<file path="src/rtl/divider.sv">
// ---------------------------------------------------------------------------
// divider
//
// Sequential restoring divider. It computes an unsigned quotient/remainder
// pair for i_dividend / i_divisor and produces one quotient bit per clock.
// Operands are accepted with a valid/ready handshake. The result is
// announced with a single-cycle strobe. A zero divisor is flagged with
// o_div_by_zero and returns an all-ones quotient without iterating.
//
// Parameters:
//   N  dividend / quotient width (N >= 2)
//   M  divisor / remainder width (1 <= M <= N)
//
// Ports:
//   i_clk           rising-edge clock
//   i_rst           synchronous active-high reset
//   i_data_valid    operands valid, sampled only while o_div_ready = 1
//   i_dividend      unsigned dividend, N bits
//   i_divisor       unsigned divisor, M bits
//   o_quotient      registered quotient, N bits
//   o_remainder     registered remainder, M bits
//   o_result_valid  one-cycle strobe, result valid in that cycle
//   o_div_by_zero   registered flag, held with the result
//   o_div_ready     idle, can accept operands
// ---------------------------------------------------------------------------
module divider #(
  parameter int N = 8,
  parameter int M = 4
) (
  input  logic         i_clk,
  input  logic         i_rst,
  input  logic         i_data_valid,
  input  logic [N-1:0] i_dividend,
  input  logic [M-1:0] i_divisor,
  output logic [N-1:0] o_quotient,
  output logic [M-1:0] o_remainder,
  output logic         o_result_valid,
  output logic         o_div_by_zero,
  output logic         o_div_ready
);

  localparam int CW = $clog2(N) + 1;

  typedef enum logic [1:0] {
    IDLE = 2'd0,
    CALC = 2'd1,
    DONE = 2'd2
  } state_t;

  state_t         state;
  state_t         state_next;
  logic [CW-1:0]  count;
  logic [M:0]     pr;
  logic [N-1:0]   dq;
  logic [M-1:0]   divisor_q;

  logic           accept;
  logic           last_iter;
  logic [M:0]     pr_shift;
  logic [M:0]     pr_step;
  logic           q_bit;
  logic [N-1:0]   dq_step;

  assign accept    = i_data_valid & o_div_ready;
  assign last_iter = (count == CW'(N - 1));

  // One restoring step. The dividend MSB shifts into the partial remainder.
  // The compare/subtract is done at M+1 bits. The partial remainder stays
  // below the divisor, so the shifted value always fits.
  always_comb begin
    pr_shift = (pr << 1) | {{M{1'b0}}, dq[N-1]};
    q_bit    = (pr_shift >= {1'b0, divisor_q});
    pr_step  = q_bit ? (pr_shift - {1'b0, divisor_q}) : pr_shift;
    dq_step  = {dq[N-2:0], q_bit};
  end

  // State register
  always_ff @(posedge i_clk) begin
    if (i_rst) begin
      state <= IDLE;
    end else begin
      state <= state_next;
    end
  end

  // Next-state logic
  always_comb begin
    state_next = state;
    case (state)
      IDLE: begin
        if (accept) begin
          state_next = (i_divisor == '0) ? DONE : CALC;
        end
      end
      CALC: begin
        if (last_iter) begin
          state_next = DONE;
        end
      end
      DONE:    state_next = IDLE;
      default: state_next = IDLE;
    endcase
  end

  // Handshake outputs decoded from the state
  always_comb begin
    o_div_ready    = 1'b0;
    o_result_valid = 1'b0;
    case (state)
      IDLE:    o_div_ready    = 1'b1;
      DONE:    o_result_valid = 1'b1;
      default: ;
    endcase
  end

  // Datapath and result registers. The operands are captured on accept, so
  // input changes while the block is busy cannot disturb the running division.
  always_ff @(posedge i_clk) begin
    if (i_rst) begin
      count         <= '0;
      pr            <= '0;
      dq            <= '0;
      divisor_q     <= '0;
      o_quotient    <= '0;
      o_remainder   <= '0;
      o_div_by_zero <= 1'b0;
    end else begin
      case (state)
        IDLE: begin
          if (accept) begin
            if (i_divisor == '0) begin
              o_quotient    <= '1;
              o_remainder   <= '0;
              o_div_by_zero <= 1'b1;
            end else begin
              pr        <= '0;
              dq        <= i_dividend;
              divisor_q <= i_divisor;
              count     <= '0;
            end
          end
        end
        CALC: begin
          pr    <= pr_step;
          dq    <= dq_step;
          count <= count + CW'(1);
          if (last_iter) begin
            o_quotient    <= dq_step;
            o_remainder   <= pr_step[M-1:0];
            o_div_by_zero <= 1'b0;
          end
        end
        default: ;
      endcase
    end
  end

endmodule
</file>
<file path="config.mk">
export PLATFORM = sky130hd
export DESIGN_NAME = divider
export DESIGN_NICKNAME = d
export VERILOG_FILES = /design/src/rtl/divider.sv
export SDC_FILE = /design/constraint.sdc
export NUM_CORES = 1
export LEC_CHECK = 0
export CAP_MARGIN = 20
export CELL_PAD_IN_SITES_DETAIL_PLACEMENT = 1
export CELL_PAD_IN_SITES_GLOBAL_PLACEMENT = 2
export CORE_UTILIZATION = 28
export CTS_CLUSTER_SIZE = 24
export DETAILED_ROUTE_END_ITERATION = 10
export PLACE_DENSITY_LB_ADDON = 0.1
export SLEW_MARGIN = 10
export SYNTH_ARGS = -nofsm -noshare
export SYNTH_HDL_FRONTEND = slang
export SYNTH_SLANG_ARGS = --single-unit
</file>
<file path="constraint.sdc">
create_clock -name i_clk -period 1.66 [get_ports i_clk]
set_input_delay 0.498 -clock i_clk [delete_from_list [all_inputs] [get_ports i_clk]]
set_output_delay 0.498 -clock i_clk [all_outputs]
set_load 0.05 [all_outputs]
</file>
==> impl_metrics.tcl <==
set metrics [dict create \
    outcome "complete, but fails checks" \
    violations "negative setup slack" \
    grt_use_met1 0.232 \
    crit_chain "inv_2 -> ha_4 -> a21boi_4 -> o41ai_4 -> buf_4 -> mux2_4 -> o32ai_2" \
    timing_worst_slew_pin_value_ns 0.513 \
    synth_seq_cells 35 \
    grt_setup_unrepaired "true" \
    grt_start_max_net_pins 23 \
    grt_util_met3 0.0400 \
    grt_overflow 0 \
    powerDensity_nw_per_um2 851 \
    required_ns 1.86 \
    number_of_distinct_library_cells_after_synthesis 44 \
    clk_latency_ns 0.29 \
    stage_delay_of_the_slowest_cell_on_the_critical_path_ns 0.34 \
    wirelength_mm 5.76 \
    final_hold_viol_count 0 \
    wire_per_inst_um 17.1 \
    reg2regPathDepth 7 \
    synth_enable_flop_cells 0 \
    antenna_found_initial 0 \
    hold_path.startpoint "dq[6]" \
    floorplan.initialDensity 0.299 \
    regToRegSetupSlack_ns -0.19 \
    finalNetCount 284 \
    cts.path.max_buffers 2 \
    layout_min_cycle_time_ns 1.85 \
    remaining_drc_errors 0 \
    postSynthCellCount 195 \
    cts.sink_count 35 \
    setup.worst_path.start_class "flop" \
    number_of_global_route_vias_before_repair 1782 \
    cts_tree "done" \
    cts.htree.levels 2 \
    port-buffer-count 29 \
    min_delay_worst_endpoint "dq[7]" \
    drt_pass1_iterations 4 \
    synth.yosys.seq_area_share 0.416 \
    n_antenna_cell 0 \
    synth.avg_cell_area_um2 8.64 \
    dp_hpwl_mm 3.89 \
    critPathCaptureType "flop" \
    setup_viol_count_final 9 \
    gr_util_met2 0.327 \
    critPathSlowestCell "dfxtp_2" \
    finalWorstSetupSlack_ns -0.187 \
    detailedRoute.firstIterationViolations 102 \
    dieHeight_um 79.6 \
    arrival_time_of_the_worst_setup_path_ns 2.05 \
    fp.dieArea_um2 6330 \
    drtAntennaViolNets 0 \
    footprint_of_the_multi_input_gates_um2 1090 \
    clock_root_buffer "clkbuf_8" \
    number_of_nets_produced_by_synthesis 216 \
    timing.final.crit_share 1.11 \
    reg2reg_from "divisor_q[1]" \
    cap_viol_max_count 0 \
    syn2layout_area_growth_pct 69.6 \
    path_max_fanout 2 \
    final_layout_size_suffix_gt1_frac 0.420 \
    timing.clock.skew_ns 0.00837 \
    vdd.ir_drop.worst_mv 0.418 \
    final.setup.tns_ns -0.994 \
    cts.reportedPaths.clkPinSlew_ns 0.08 \
    hold_path.class "flop to flop" \
    core_area_um2 5640 \
    yosys_most_used_dff "dfxtp_1" \
    rows 27 \
    final_slew_violations 0 \
    horizontal_extent_of_the_die_um 79.6 \
    final-seq-area_um2 709 \
    grt_pass1_wl_mm 9.11 \
    syn-cell-area_um2 1690 \
    synth-async-reset-ratio 0 \
    routed-via-count 1687 \
    io-pin-count 30 \
    rr_endpoint "o_remainder[1]" \
    fin_util 0.507 \
    gr-max-usage-layer "met2" \
    synth_warnings 0 \
    slew-limit-headroom 0.655 \
    gr-usage-all-layers 0.188 \
    p_leak_nw 1.14 \
    timing.setup.critical_path_class "flop to flop" \
    place.gp.congestion 0.711 \
    final.fill_count 633 \
    cts_made_buffers 5 \
    routed_via_density 5.02 \
    count_of_cells_along_the_worst_hold_path 2 \
    max_freq_mhz 542 \
]
cells in the final DEF, fill, tap and decap left out, types with 3 or more instances in the layout:
cell / count
nand2b_1: 5
o32ai_2: 4
clkbuf_8: 5
nand2_1: 20
buf_4: 39
mux2i_1: 5
buf_6: 3
dlygate4sd2_1: 4
a211oi_1: 7
nor2_1: 33
dfxtp_2: 7
a21oi_1: 4
a311oi_1: 8
a31oi_1: 3
dfxtp_1: 28
nand3_1: 4
ha_4: 3
inv_2: 4
inv_1: 4
clkdlybuf4s50_1: 9
buf_12: 18
cell usage after synthesis, types with 2 or more instances:
cell type  count  share of area
dfxtp_1       35           0.42
nor2_1        34          0.076
nand2_1       20          0.045
inv_1          9          0.020
a211oi_1       8          0.036
a311oi_1       8          0.042
clkbuf_1       6          0.013
mux2i_1        6          0.036
buf_2          5          0.015
ha_1           5          0.037
nand2b_1       5          0.019
a21oi_1        4          0.012
nand3_1        4          0.012
o21ai_0        4          0.012
o32ai_1        4          0.021
a31oi_1        3          0.011
nor3_1         3         0.0089
nand4_1        2         0.0074
nor4_1         2         0.0074
o41ai_2        2          0.019
or3_2          2         0.0089
xor2_1         2          0.010
logic make-up after synthesis:
logic type / count (synthesis) / share of synthesized area
flops: 35 / 0.416
simple gates: 80 / 0.221
mux: 7 / 0.0423
compound gates: 42 / 0.199
fa+ha+maj: 6 / 0.0490
buf+inv: 22 / 0.0572
xor+xnor: 3 / 0.0156
layer usage:
| layer | share of wire | wire length [um] | vias up |
|---|---|---|---|
| met5 | 0 | 0 | - |
| met4 | 0.015 | 85 | 0 |
| met3 | 0.034 | 195 | 6 |
| met2 | 0.50 | 2900 | 34 |
| met1 | 0.45 | 2580 | 824 |
| li1 | - | - | 823 |
state kept, by name, summed over array words and instances, names as in the netlist:
signal	count
count	4
divisor_q	4
dq	8
o_div_by_zero	1
o_quotient	8
o_remainder	4
pr	4
state	2
how the worst max path moves through the flow:
stage                       startpoint             end  slack, ns
after floorplan           divisor_q[1]  o_remainder[1]      -0.06
after global placement    i_divisor[3]   o_quotient[0]      -0.54
after detailed placement  i_divisor[3]  o_remainder[0]      -0.66
after CTS                 divisor_q[1]  o_remainder[1]      -0.18
after global routing      divisor_q[1]  o_remainder[1]      -0.25
final                     divisor_q[1]  o_remainder[1]      -0.19
layout make-up:
cell class / instances / share of cell area
timing repair buffer: 74 / 0.286
clock buffer: 5 / 0.0241
tap: 72 / 0.0315
multi-input combinational: 138 / 0.382
inverter: 9 / 0.0127
clock inverter: 3 / 0.0153
sequential: 35 / 0.248
metrics by stage:
| stage | instances | total power, mW | cell area [um^2] | hold WS (ns) | setup slack, ns |
|---|---|---|---|---|---|
| detailed placement | 317 | 1.48 | 2480 | 0.494 | -0.663 |
| global placement | 317 | 1.45 | 2480 | 0.481 | -0.535 |
| finish | 336 | 2.43 | 2860 | 0.505 | -0.187 |
| CTS | 330 | 2.35 | 2740 | 0.509 | -0.184 |
| global route | 336 | 2.54 | 2860 | 0.534 | -0.253 |
| floorplan | 195 | 1.23 | 1720 | 0.460 | -0.0644 |
report_power, final:
group / leakage [nW] / internal [mW] / total [mW] / switching [mW]
clock: 0.0581 / 0.447 / 0.782 / 0.335
combinational: 0.795 / 0.374 / 0.722 / 0.348
sequential: 0.288 / 0.885 / 0.928 / 0.0431
total: 1.14 / 1.71 / 2.43 / 0.726
timing repair:
item	4_1_cts	5_1_grt
buffers inserted	5	6
pin swaps	4	9
resized for setup	23	23
setup endpoints to repair	34	20
hold buffers	0	0
worst max-delay path: cells and delay by family (launching register included):
| kind | cells | cell delay (ns) |
|---|---|---|
| flip-flops | 1 | 0.34 |
| buffers and inverters | 2 | 0.23 |
| multiplexers | 1 | 0.30 |
| AO/OA/AOI/OAI | 3 | 0.67 |
| adder cells (fa/ha/maj) | 1 | 0.22 |
Power figures use the tool's default switching activity.
